===== src/rtl/systolic_pkg.sv =====
// Shared defaults and FSM encoding for the systolic array drain path.
package systolic_pkg;

  localparam int DEF_N_COLS     = 4;
  localparam int DEF_DATA_W     = 8;
  localparam int DEF_FIFO_DEPTH = 4;

  typedef enum logic [1:0] {
    IDLE    = 2'd0,
    COLLECT = 2'd1,
    DRAIN   = 2'd2
  } collect_state_t;

endpackage


===== src/rtl/psum_row_fifo.sv =====
// First-word-fall-through FIFO holding aligned partial-sum rows.
module psum_row_fifo #(
  parameter int WIDTH = 32,
  parameter int DEPTH = 4
) (
  input  logic             clk,
  input  logic             rst,
  input  logic             push,
  input  logic [WIDTH-1:0] push_data,
  input  logic             pop,
  output logic [WIDTH-1:0] head_data,
  output logic             empty,
  output logic             full
);

  localparam int AW = $clog2(DEPTH);

  logic [WIDTH-1:0] mem [DEPTH];
  logic [AW:0]      wr_ptr_reg;
  logic [AW:0]      rd_ptr_reg;
  logic             do_push;
  logic             do_pop;

  // The extra MSB on each pointer separates a full FIFO from an empty one.
  assign empty   = (wr_ptr_reg == rd_ptr_reg);
  assign full    = (wr_ptr_reg[AW] != rd_ptr_reg[AW]) &&
                   (wr_ptr_reg[AW-1:0] == rd_ptr_reg[AW-1:0]);
  assign do_pop  = pop && !empty;
  assign do_push = push && (!full || do_pop);

  always_ff @(posedge clk or posedge rst) begin
    if (rst) begin
      wr_ptr_reg <= '0;
      rd_ptr_reg <= '0;
    end else begin
      if (do_push) wr_ptr_reg <= wr_ptr_reg + 1'b1;
      if (do_pop)  rd_ptr_reg <= rd_ptr_reg + 1'b1;
    end
  end

  always_ff @(posedge clk) begin
    if (do_push) mem[wr_ptr_reg[AW-1:0]] <= push_data;
  end

  // Head is forced to zero when empty so the row output is clean after reset.
  assign head_data = empty ? '0 : mem[rd_ptr_reg[AW-1:0]];

endmodule


===== src/rtl/psum_collector.sv =====
// Deskews the systolic array's bottom-edge outputs into whole rows and
// buffers a fixed-length job of rows for a ready/valid consumer.
module psum_collector
  import systolic_pkg::*;
#(
  parameter int N_COLS     = DEF_N_COLS,
  parameter int DATA_W     = DEF_DATA_W,
  parameter int FIFO_DEPTH = DEF_FIFO_DEPTH
) (
  input  logic                     clk,
  input  logic                     rst,
  input  logic                     start,
  input  logic [3:0]               num_rows,
  input  logic [N_COLS-1:0]        col_valid,
  input  logic [N_COLS*DATA_W-1:0] col_psum,
  output logic                     out_valid,
  input  logic                     out_ready,
  output logic [N_COLS*DATA_W-1:0] out_row,
  output logic                     busy,
  output logic                     done,
  output logic                     overflow,
  output logic                     skew_err
);

  logic [N_COLS-1:0]        dly_valid;
  logic [N_COLS*DATA_W-1:0] dly_data;

  // Column gi waits N_COLS-1-gi cycles so all columns of a row line up.
  genvar gi;
  generate
    for (gi = 0; gi < N_COLS; gi++) begin : g_col
      localparam int STAGES = N_COLS - 1 - gi;
      if (STAGES == 0) begin : g_direct
        assign dly_valid[gi]                 = col_valid[gi];
        assign dly_data[gi*DATA_W +: DATA_W] = col_psum[gi*DATA_W +: DATA_W];
      end else begin : g_pipe
        logic [STAGES-1:0] v_reg;
        logic [DATA_W-1:0] d_reg [STAGES];
        always_ff @(posedge clk or posedge rst) begin
          if (rst) begin
            v_reg <= '0;
            for (int k = 0; k < STAGES; k++) d_reg[k] <= '0;
          end else begin
            v_reg[0] <= col_valid[gi];
            d_reg[0] <= col_psum[gi*DATA_W +: DATA_W];
            for (int k = 1; k < STAGES; k++) begin
              v_reg[k] <= v_reg[k-1];
              d_reg[k] <= d_reg[k-1];
            end
          end
        end
        assign dly_valid[gi]                 = v_reg[STAGES-1];
        assign dly_data[gi*DATA_W +: DATA_W] = d_reg[STAGES-1];
      end
    end
  endgenerate

  collect_state_t state_reg, state_next;
  logic [3:0]     cnt_reg, cnt_next;
  logic           ovf_reg, ovf_next;
  logic           skew_reg, skew_next;

  logic row_all;
  logic row_partial;
  logic row_in;
  logic fifo_empty;
  logic fifo_full;
  logic pop;

  assign row_all     = &dly_valid;
  assign row_partial = (|dly_valid) && !row_all;
  assign row_in      = row_all && (state_reg == COLLECT);
  assign pop         = out_valid && out_ready;

  psum_row_fifo #(
    .WIDTH (N_COLS*DATA_W),
    .DEPTH (FIFO_DEPTH)
  ) u_fifo (
    .clk       (clk),
    .rst       (rst),
    .push      (row_in),
    .push_data (dly_data),
    .pop       (pop),
    .head_data (out_row),
    .empty     (fifo_empty),
    .full      (fifo_full)
  );

  always_ff @(posedge clk or posedge rst) begin
    if (rst) begin
      state_reg <= IDLE;
      cnt_reg   <= '0;
      ovf_reg   <= 1'b0;
      skew_reg  <= 1'b0;
    end else begin
      state_reg <= state_next;
      cnt_reg   <= cnt_next;
      ovf_reg   <= ovf_next;
      skew_reg  <= skew_next;
    end
  end

  always_comb begin
    state_next = state_reg;
    cnt_next   = cnt_reg;
    ovf_next   = ovf_reg;
    skew_next  = skew_reg;
    done       = 1'b0;
    if (row_partial) skew_next = 1'b1;
    case (state_reg)
      IDLE: begin
        if (start) begin
          state_next = COLLECT;
          cnt_next   = (num_rows == 4'd0) ? 4'd1 : num_rows;
          ovf_next   = 1'b0;
          skew_next  = 1'b0;
        end
      end
      COLLECT: begin
        // A dropped row still counts, otherwise a stalled consumer would hang the job.
        if (row_all) begin
          cnt_next = cnt_reg - 4'd1;
          if (fifo_full && !pop) ovf_next = 1'b1;
          if (cnt_reg == 4'd1) state_next = DRAIN;
        end
      end
      DRAIN: begin
        if (fifo_empty) begin
          state_next = IDLE;
          done       = 1'b1;
        end
      end
      default: state_next = IDLE;
    endcase
  end

  assign out_valid = !fifo_empty;
  assign busy      = (state_reg != IDLE);
  assign overflow  = ovf_reg;
  assign skew_err  = skew_reg;

endmodule


===== config.mk =====
export PLATFORM = sky130hd
export DESIGN_NAME = psum_collector
export DESIGN_NICKNAME = d
export VERILOG_FILES = /design/src/rtl/systolic_pkg.sv /design/src/rtl/psum_row_fifo.sv /design/src/rtl/psum_collector.sv
export SDC_FILE = /design/constraint.sdc
export NUM_CORES = 1
export LEC_CHECK = 0
export ABC_AREA = 1
export CORE_MARGIN = 2
export CORE_UTILIZATION = 50
export DETAILED_ROUTE_END_ITERATION = 12
export HOLD_SLACK_MARGIN = 0.06
export MAX_ROUTING_LAYER = met4
export PLACE_DENSITY = 0.72
export RECOVER_POWER = 100
export SYNTH_ARGS = -nofsm -noshare
export SYNTH_HDL_FRONTEND = slang
export SYNTH_SLANG_ARGS = --single-unit

===== constraint.sdc =====
create_clock -name clk -period 5.6 [get_ports clk]
set_input_delay 1.12 -clock clk [delete_from_list [all_inputs] [get_ports clk]]
set_output_delay 1.12 -clock clk [all_outputs]
set_load 0.05 [all_outputs]

# Yosys cells after proc, flatten, opt, wreduce, memory -nomap -nowiden
# Memories as Yosys holds them, arrays and structs flattened.
# Cells that the tools add are included.
totals:
  regBits: 68
  ramBits: 128
  input_bits: 44
  out_inout_bits: 37
  word_cells: 72
  mem_count: 1
classes:
  addsub: 3
  eq_ne: 11
  muxes: 21
  n_reduce_logical: 21
memory_table:
  columns: ["memory", "depth", "width", "read_ports", "rd_ports_with_merged_regs", "write_ports", "line_no", "source"]
  rows:
  - ["u_fifo.mem", 4, 32, 1, 0, 1, "psum_row_fifo.sv:18", "logic [WIDTH-1:0] mem [DEPTH];"]
op_table:
  columns: ["operator", "n"]
  rows:
  - ["two-way mux 32 bit", 1]
  - ["two-way mux 4 bit", 3]
  - ["AND reduction 4 bit", 3]
  - ["two-way mux 1 bit", 10]
  - ["two-way mux 2 bit", 4]
  - ["one-hot mux 4 bit (2 select lines)", 1]
  - ["logical AND 1 bit", 7]
  - ["adder 3 x 1 -> 3 bit, second input constant", 2]
  - ["!= test 2 x 1 -> 1 bit, second input constant", 3]
  - ["one-hot mux 2 bit (3 select lines)", 1]
  - ["equality test 4 x 1 -> 1 bit, second input constant", 1]
  - ["zero test 1 bit", 4]
  - ["zero test 4 bit", 1]
  - ["!= test 2 bit, second input constant", 2]
  - ["nonzero test 2 bit", 2]
  - ["OR reduction 4 bit", 1]
  - ["subtractor 4 x 1 -> 4 bit, second input constant", 1]
  - ["equality test 3 bit", 1]
  - ["AND reduction 3 bit", 1]
  - ["equality test 2 x 1 -> 1 bit, second input constant", 1]
  - ["equality test 2 bit", 1]
  - ["equality test 2 bit, second input constant", 1]
  - ["zero test 2 bit", 1]
  - ["one-hot mux 1 bit (2 select lines)", 1]
  - ["2 further kinds", 2]

# Depth between registers and ports, before layout
depth:
  depth_word: 8
  mapped_depth: 8
  depth_no_buf: 8

# Modules after synthesis
# A second synthesis with hierarchy kept.
unflattened:
  cells_unflattened: 609
  hier_area_um2: 7455.9
by_module_without_submodules:
  columns: ["mod", "n_inst", "cells_per_inst", "area_each_um2", "seq_area_each_um2"]
  rows:
  - ["psum_row_fifo", 1, 469, 5539.1, 3993.8]
  - ["psum_collector", 1, 140, 1916.8, 1551.5]

# Least setup slack after synthesis
# OpenSTA, ideal clock, no wires.
synth_path:
  kind: "input to register"
  start: "in col_valid[3]"
  end: "mem u_fifo.mem[0][0] (enable)"
  setup_time_ns: 0.421
  t_arrival_ns: 3.145
  required_time_ns: 5.179
  setup_slack_ns: 2.034
  stages: 6
  n_path_buf: 0
  cell_sequence: "nand2_1 -> nor2_1 -> inv_1 -> nor2_1 -> nand2_1 -> nor2_1"
synth_between:
  elab_chain_len: 5
synth_rtl:
  columns: ["element", "line_no", "source"]
  rows:
  - ["from (decl)", "psum_collector.sv:14", "input logic [N_COLS-1:0] col_valid,"]
  - ["AND reduction 4 bit", "psum_collector.sv:70", "assign row_all = &dly_valid;"]
  - ["logical AND 1 bit", "psum_collector.sv:72", "assign row_in = row_all && (state_reg == COLLECT);"]
  - ["logical AND 1 bit", "psum_row_fifo.sv:29", "assign do_push = push && (!full || do_pop);"]
  - ["two-way mux 1 bit", "psum_row_fifo.sv:42", "if (do_push) mem[wr_ptr_reg[AW-1:0]] <= push_data;"]
  - ["two-way mux 1 bit (not written as such)", "psum_row_fifo.sv:42", null]
  - ["to (decl)", "psum_row_fifo.sv:18", null]
# Every way passes these cells.

# Worst setup path after layout
layout_path:
  start: "reg u_fifo.rd_ptr_reg[0]"
  end: "out out_row[4]"
layout_between:
  elab_chain_len: 2
  elab_cells_between_ends: 3
  cone_classes: "1 x eq/ne; 1 x mux; 1 x memory"
layout_rtl:
  columns: ["element", "line_no", "source"]
  rows:
  - ["from (decl)", "psum_row_fifo.sv:20", "logic [AW:0] rd_ptr_reg;"]
  - ["from (signal assigned)", "psum_row_fifo.sv:37", "if (do_pop) rd_ptr_reg <= rd_ptr_reg + 1'b1;"]
  - ["memory (4 x 32 bit) or equality test 3 bit (tied branches)", null, null]
  - ["two-way mux 32 bit *", "psum_row_fifo.sv:46", "assign head_data = empty ? '0 : mem[rd_ptr_reg[AW-1:0]];"]
  - ["to (decl)", "psum_collector.sv:18", "output logic [N_COLS*DATA_W-1:0] out_row,"]
# Mark *: on every way between the ends. The rest lies on a longest branch, timed or not.

==> impl_summary.log <==
INFO  metric clk_path_buf_depth = 2
INFO  metric combinationalPowerShare = 44.2%
INFO  metric switching_power = 0.00224 W
INFO  metric syn_nets = 639
INFO  metric grt_use_total = 18.0%
INFO  metric holdPathStages = 0
INFO  metric max-slew-margin-rel = -27.1%
INFO  metric detail_route.drc_violations = 0
INFO  metric period_share = 86.2%
INFO  metric totalWireLength = 13000 um
INFO  metric yosys_warning_count = 0
INFO  metric arrival = 3.71 ns
INFO  metric finClkSkew = 0.00557 ns
INFO  metric share_clk_of_total_power = 22.4%
INFO  metric grt_overflow_total = 0
INFO  metric drt-vias-per-instance = 5.07
INFO  metric floorplan.io_pins = 81
INFO  metric synth.top_cell.area_share = 52.6%
INFO  metric synth_area_leaders = edfxtp_1 (53%), dfrtp_1 (23%), o21ai_0 (6.4%), nor2_1 (6.0%), nand2_1 (3.4%)
INFO  metric worst_setup_path_end_kind = output port
INFO  metric cpMaxStageDelayCell = nand2_1
INFO  metric dp.final_hpwl = 7310 um
INFO  metric p_total = 0.00517 W
INFO  metric global_route_wire_length_before_repair = 21100 um
INFO  metric rows = 44
INFO  metric pin_count_of_the_biggest_net_entering_global_routing = 69
INFO  metric final-instance-count-excl-fill = 862
INFO  metric critPathMaxFanout = 39
INFO  metric cts_inserted_buffers = 17
INFO  metric ir_worst_vdd = 292 uV
INFO  metric fillCellCount = 1081
INFO  metric classification_of_the_worst_slack_hold_path = reg2reg
INFO  metric dr.first_iter.drc_count = 327
INFO  metric routabilityCongestion = 0.792
INFO  metric outcome = finished, violations left
INFO  metric routedWlPerCell = 15.1 um
INFO  metric period_minus_slack = 4.83 ns
INFO  metric die_y = 125 um
INFO  metric area_growth = 20.6%
INFO  metric power.switching_fraction = 43.4%
INFO  metric power-per-cell-area = 587 mW/mm^2
INFO  metric timing.final.max_slew_violations = 172
INFO  metric cp_data_required_time = 4.48 ns
INFO  metric synth.largest_area_cell = edfxtp_1
INFO  metric design.final.nets = 716
INFO  metric cell_count_of_the_worst_reg_to_reg_path = 5
INFO  metric clk_pin_slew = 0.06 ns
INFO  metric max_clock_freq = 0.207 GHz
INFO  metric setup-violations-final = 0
INFO  metric hold_buffers = 0
INFO  metric dp.cells = 830
INFO  metric start_util = 50.6%
INFO  metric cts-resized-gates = 0
INFO  metric max_cap_violations = 5
INFO  metric cts_max_level = 4
INFO  metric dieArea = 0.0156 mm^2
INFO  metric ys_seq_area_share = 75.9%
INFO  metric vias = 4373
INFO  metric drive_gt1_share = 6.05%
INFO  metric p_int = 0.00293 W
INFO  metric power.static_leakage = 3.50 nW
INFO  metric coreArea = 0.0144 mm^2
INFO  metric antenna_found_initial = 0
INFO  metric synth_cells = 588
INFO  metric die-width = 125 um
INFO  metric postRouteAntennaNets = 0
INFO  metric unrepaired_setup_endpoints_after_global_routing = no
INFO  metric setup_tns = 0 ns
INFO  metric synth_area = 0.00730 mm^2
INFO  metric cpPeakStageDelay = 1.12 ns
INFO  metric synth.ff_latch_count = 196
INFO  metric antenna_cells = 0
INFO  metric yosys.cell_types.count = 24
INFO  metric power_share_of_the_sequential_group = 33.4%
INFO  metric clk_latency = 0.42 ns
INFO  metric grt_pass1_vias = 4513
INFO  metric timing.critical_path.mode_cell = nand2_1
INFO  metric critical_path.cell_chain = xor2_1 > nor2_2 > nand2_1 > nand2_1 > inv_1 > dlygate4sd3_1
INFO  metric largest_reg_flops = 128
INFO  metric clock_tree.root_cell = clkbuf_16
INFO  metric first_pass_iters = 4
INFO  metric setup.worst_path.start_class = register
INFO  metric timing_worst_setup_path_type = reg2out
INFO  metric clock_sink_count = 196
INFO  metric post-cts-setup-buffer-count = 0
INFO  metric portBuffers = 80
INFO  metric final-hold-violation-count = 0
INFO  metric transition_time_of_the_tightest_slew_check_pin = 1.90 ns
INFO  metric violations = max-capacitance violations, max-slew violations
INFO  metric tritoncts_clock_tree = built
INFO  metric avgSynthCellArea = 12.4 um^2
-- worst max-delay path, delay by kind of cell (launching register included) --
family	cells	cell delay, ns
AND/OR/NAND/NOR	3	1.34
buffers and inverters	2	1.01
flip-flops	1	0.70
XOR/XNOR	1	0.22
-- cell usage in the layout, fill, tap and decap left out --
cell             synthesis  layout
a21oi_1                  2       2
a22oi_1                  1       1
buf_4                    0       3
bufinv_16                0       2
clkbuf_1                11       2
clkbuf_16                0      17
clkdlybuf4s50_1          0       6
clkinv_1                 0       3
clkinv_2                 0       1
clkinvlp_2               0       1
clkinvlp_4               0       4
dfrtp_1                 68      66
dfrtp_2                  0       2
dlygate4sd3_1            0      74
edfxtp_1               128     128
ha_1                     7       7
inv_1                   49      48
inv_2                    2       2
inv_6                    0       3
nand2_1                 66      67
nand3_1                 11      11
nand4_1                  1       1
nor2_1                 116     112
nor2_2                   1       5
nor3_1                   1       1
o211ai_1                 1       1
o21ai_0                 94      94
o21ai_1                  7       7
or2_2                    1       1
xnor2_1                  1       1
xor2_1                   5       5
-- synthesized netlist by cell type (all sizes together) --
library cell,count
a22oi,1
o21ai,101
xnor2,1
dfrtp,68
xor2,5
buf,14
or2,1
inv,51
clkbuf,11
o211ai,1
nand2,67
a21oi,2
nor3,1
nand3,11
nor2,117
ha,7
nand4,1
edfxtp,128
-- logic make-up after synthesis --
logic type	after synthesis	share of synthesized area, %
AOI/OAI and AO/OA	105	7.26
xor gates and xnor gates	6	0.720
adders and majority gates	7	1.20
buffers and inverters	76	4.37
DFF	196	75.9
and+or+nand+nor	198	10.5
-- layout make-up --
class	instances	area (um^2)	share of cell area, %
sequential	196	5550	63.0
timing repair buffer	83	823	9.35
inverter	51	193	2.19
tap	184	230	2.61
multi-input combinational	316	1450	16.4
clock inverter	13	133	1.51
clock buffer	19	433	4.92
-- stage by stage --
step / hold WS, ns / worst slack, ns / cell area [um^2] / util, %
2_1_floorplan: 0.331 / 2.03 / 7300 / -
3_3_place_gp: 0.332 / 1.73 / 8260 / 57.3
3_5_place_dp: 0.335 / 1.63 / 8260 / 57.3
4_1_cts: 0.349 / 1.16 / 8830 / 61.2
5_1_grt: 0.354 / 0.561 / 8810 / 61.1
6_report: 0.349 / 0.770 / 8810 / 61.1
-- per-layer routing --
metal,global-route usage (%),vias to the layer above,part of all wire (%)
li1,-,2117,-
met1,20.4,2133,42
met2,30.7,109,53
met3,4.17,14,4.6
met4,8.04,0,1.3
met5,-,-,0
-- worst paths after layout --
kind                            slack, ns                                start                             endpoint
worst max-delay path                 0.77     u_fifo.rd_ptr_reg[0]$_DFFE_PP0P_                           out_row[4]
min in group asynchronous            1.41                                  rst  g_col[0].g_pipe.d_reg[19]$_DFF_PP0_
worst min-delay path                 0.35  g_col[0].g_pipe.d_reg[17]$_DFF_PP0_   g_col[0].g_pipe.d_reg[9]$_DFF_PP0_
worst max register to register       2.34             state_reg[1]$_DFFE_PP0P_          u_fifo.mem[3][29]$_DFFE_PP_
max in group asynchronous            3.57                                  rst     u_fifo.rd_ptr_reg[0]$_DFFE_PP0P_
worst min register to register       0.35  g_col[0].g_pipe.d_reg[17]$_DFF_PP0_   g_col[0].g_pipe.d_reg[9]$_DFF_PP0_
-- power groups by stage --
stage               logic, W  registers (W)  clock network (W)
floorplan            0.00173        0.00173                  0
global placement     0.00235        0.00175                  0
detailed placement   0.00240        0.00175                  0
CTS                  0.00242        0.00173            0.00118
global route         0.00249        0.00174            0.00123
finish               0.00229        0.00173            0.00116
(Power assumes the default switching activity.)
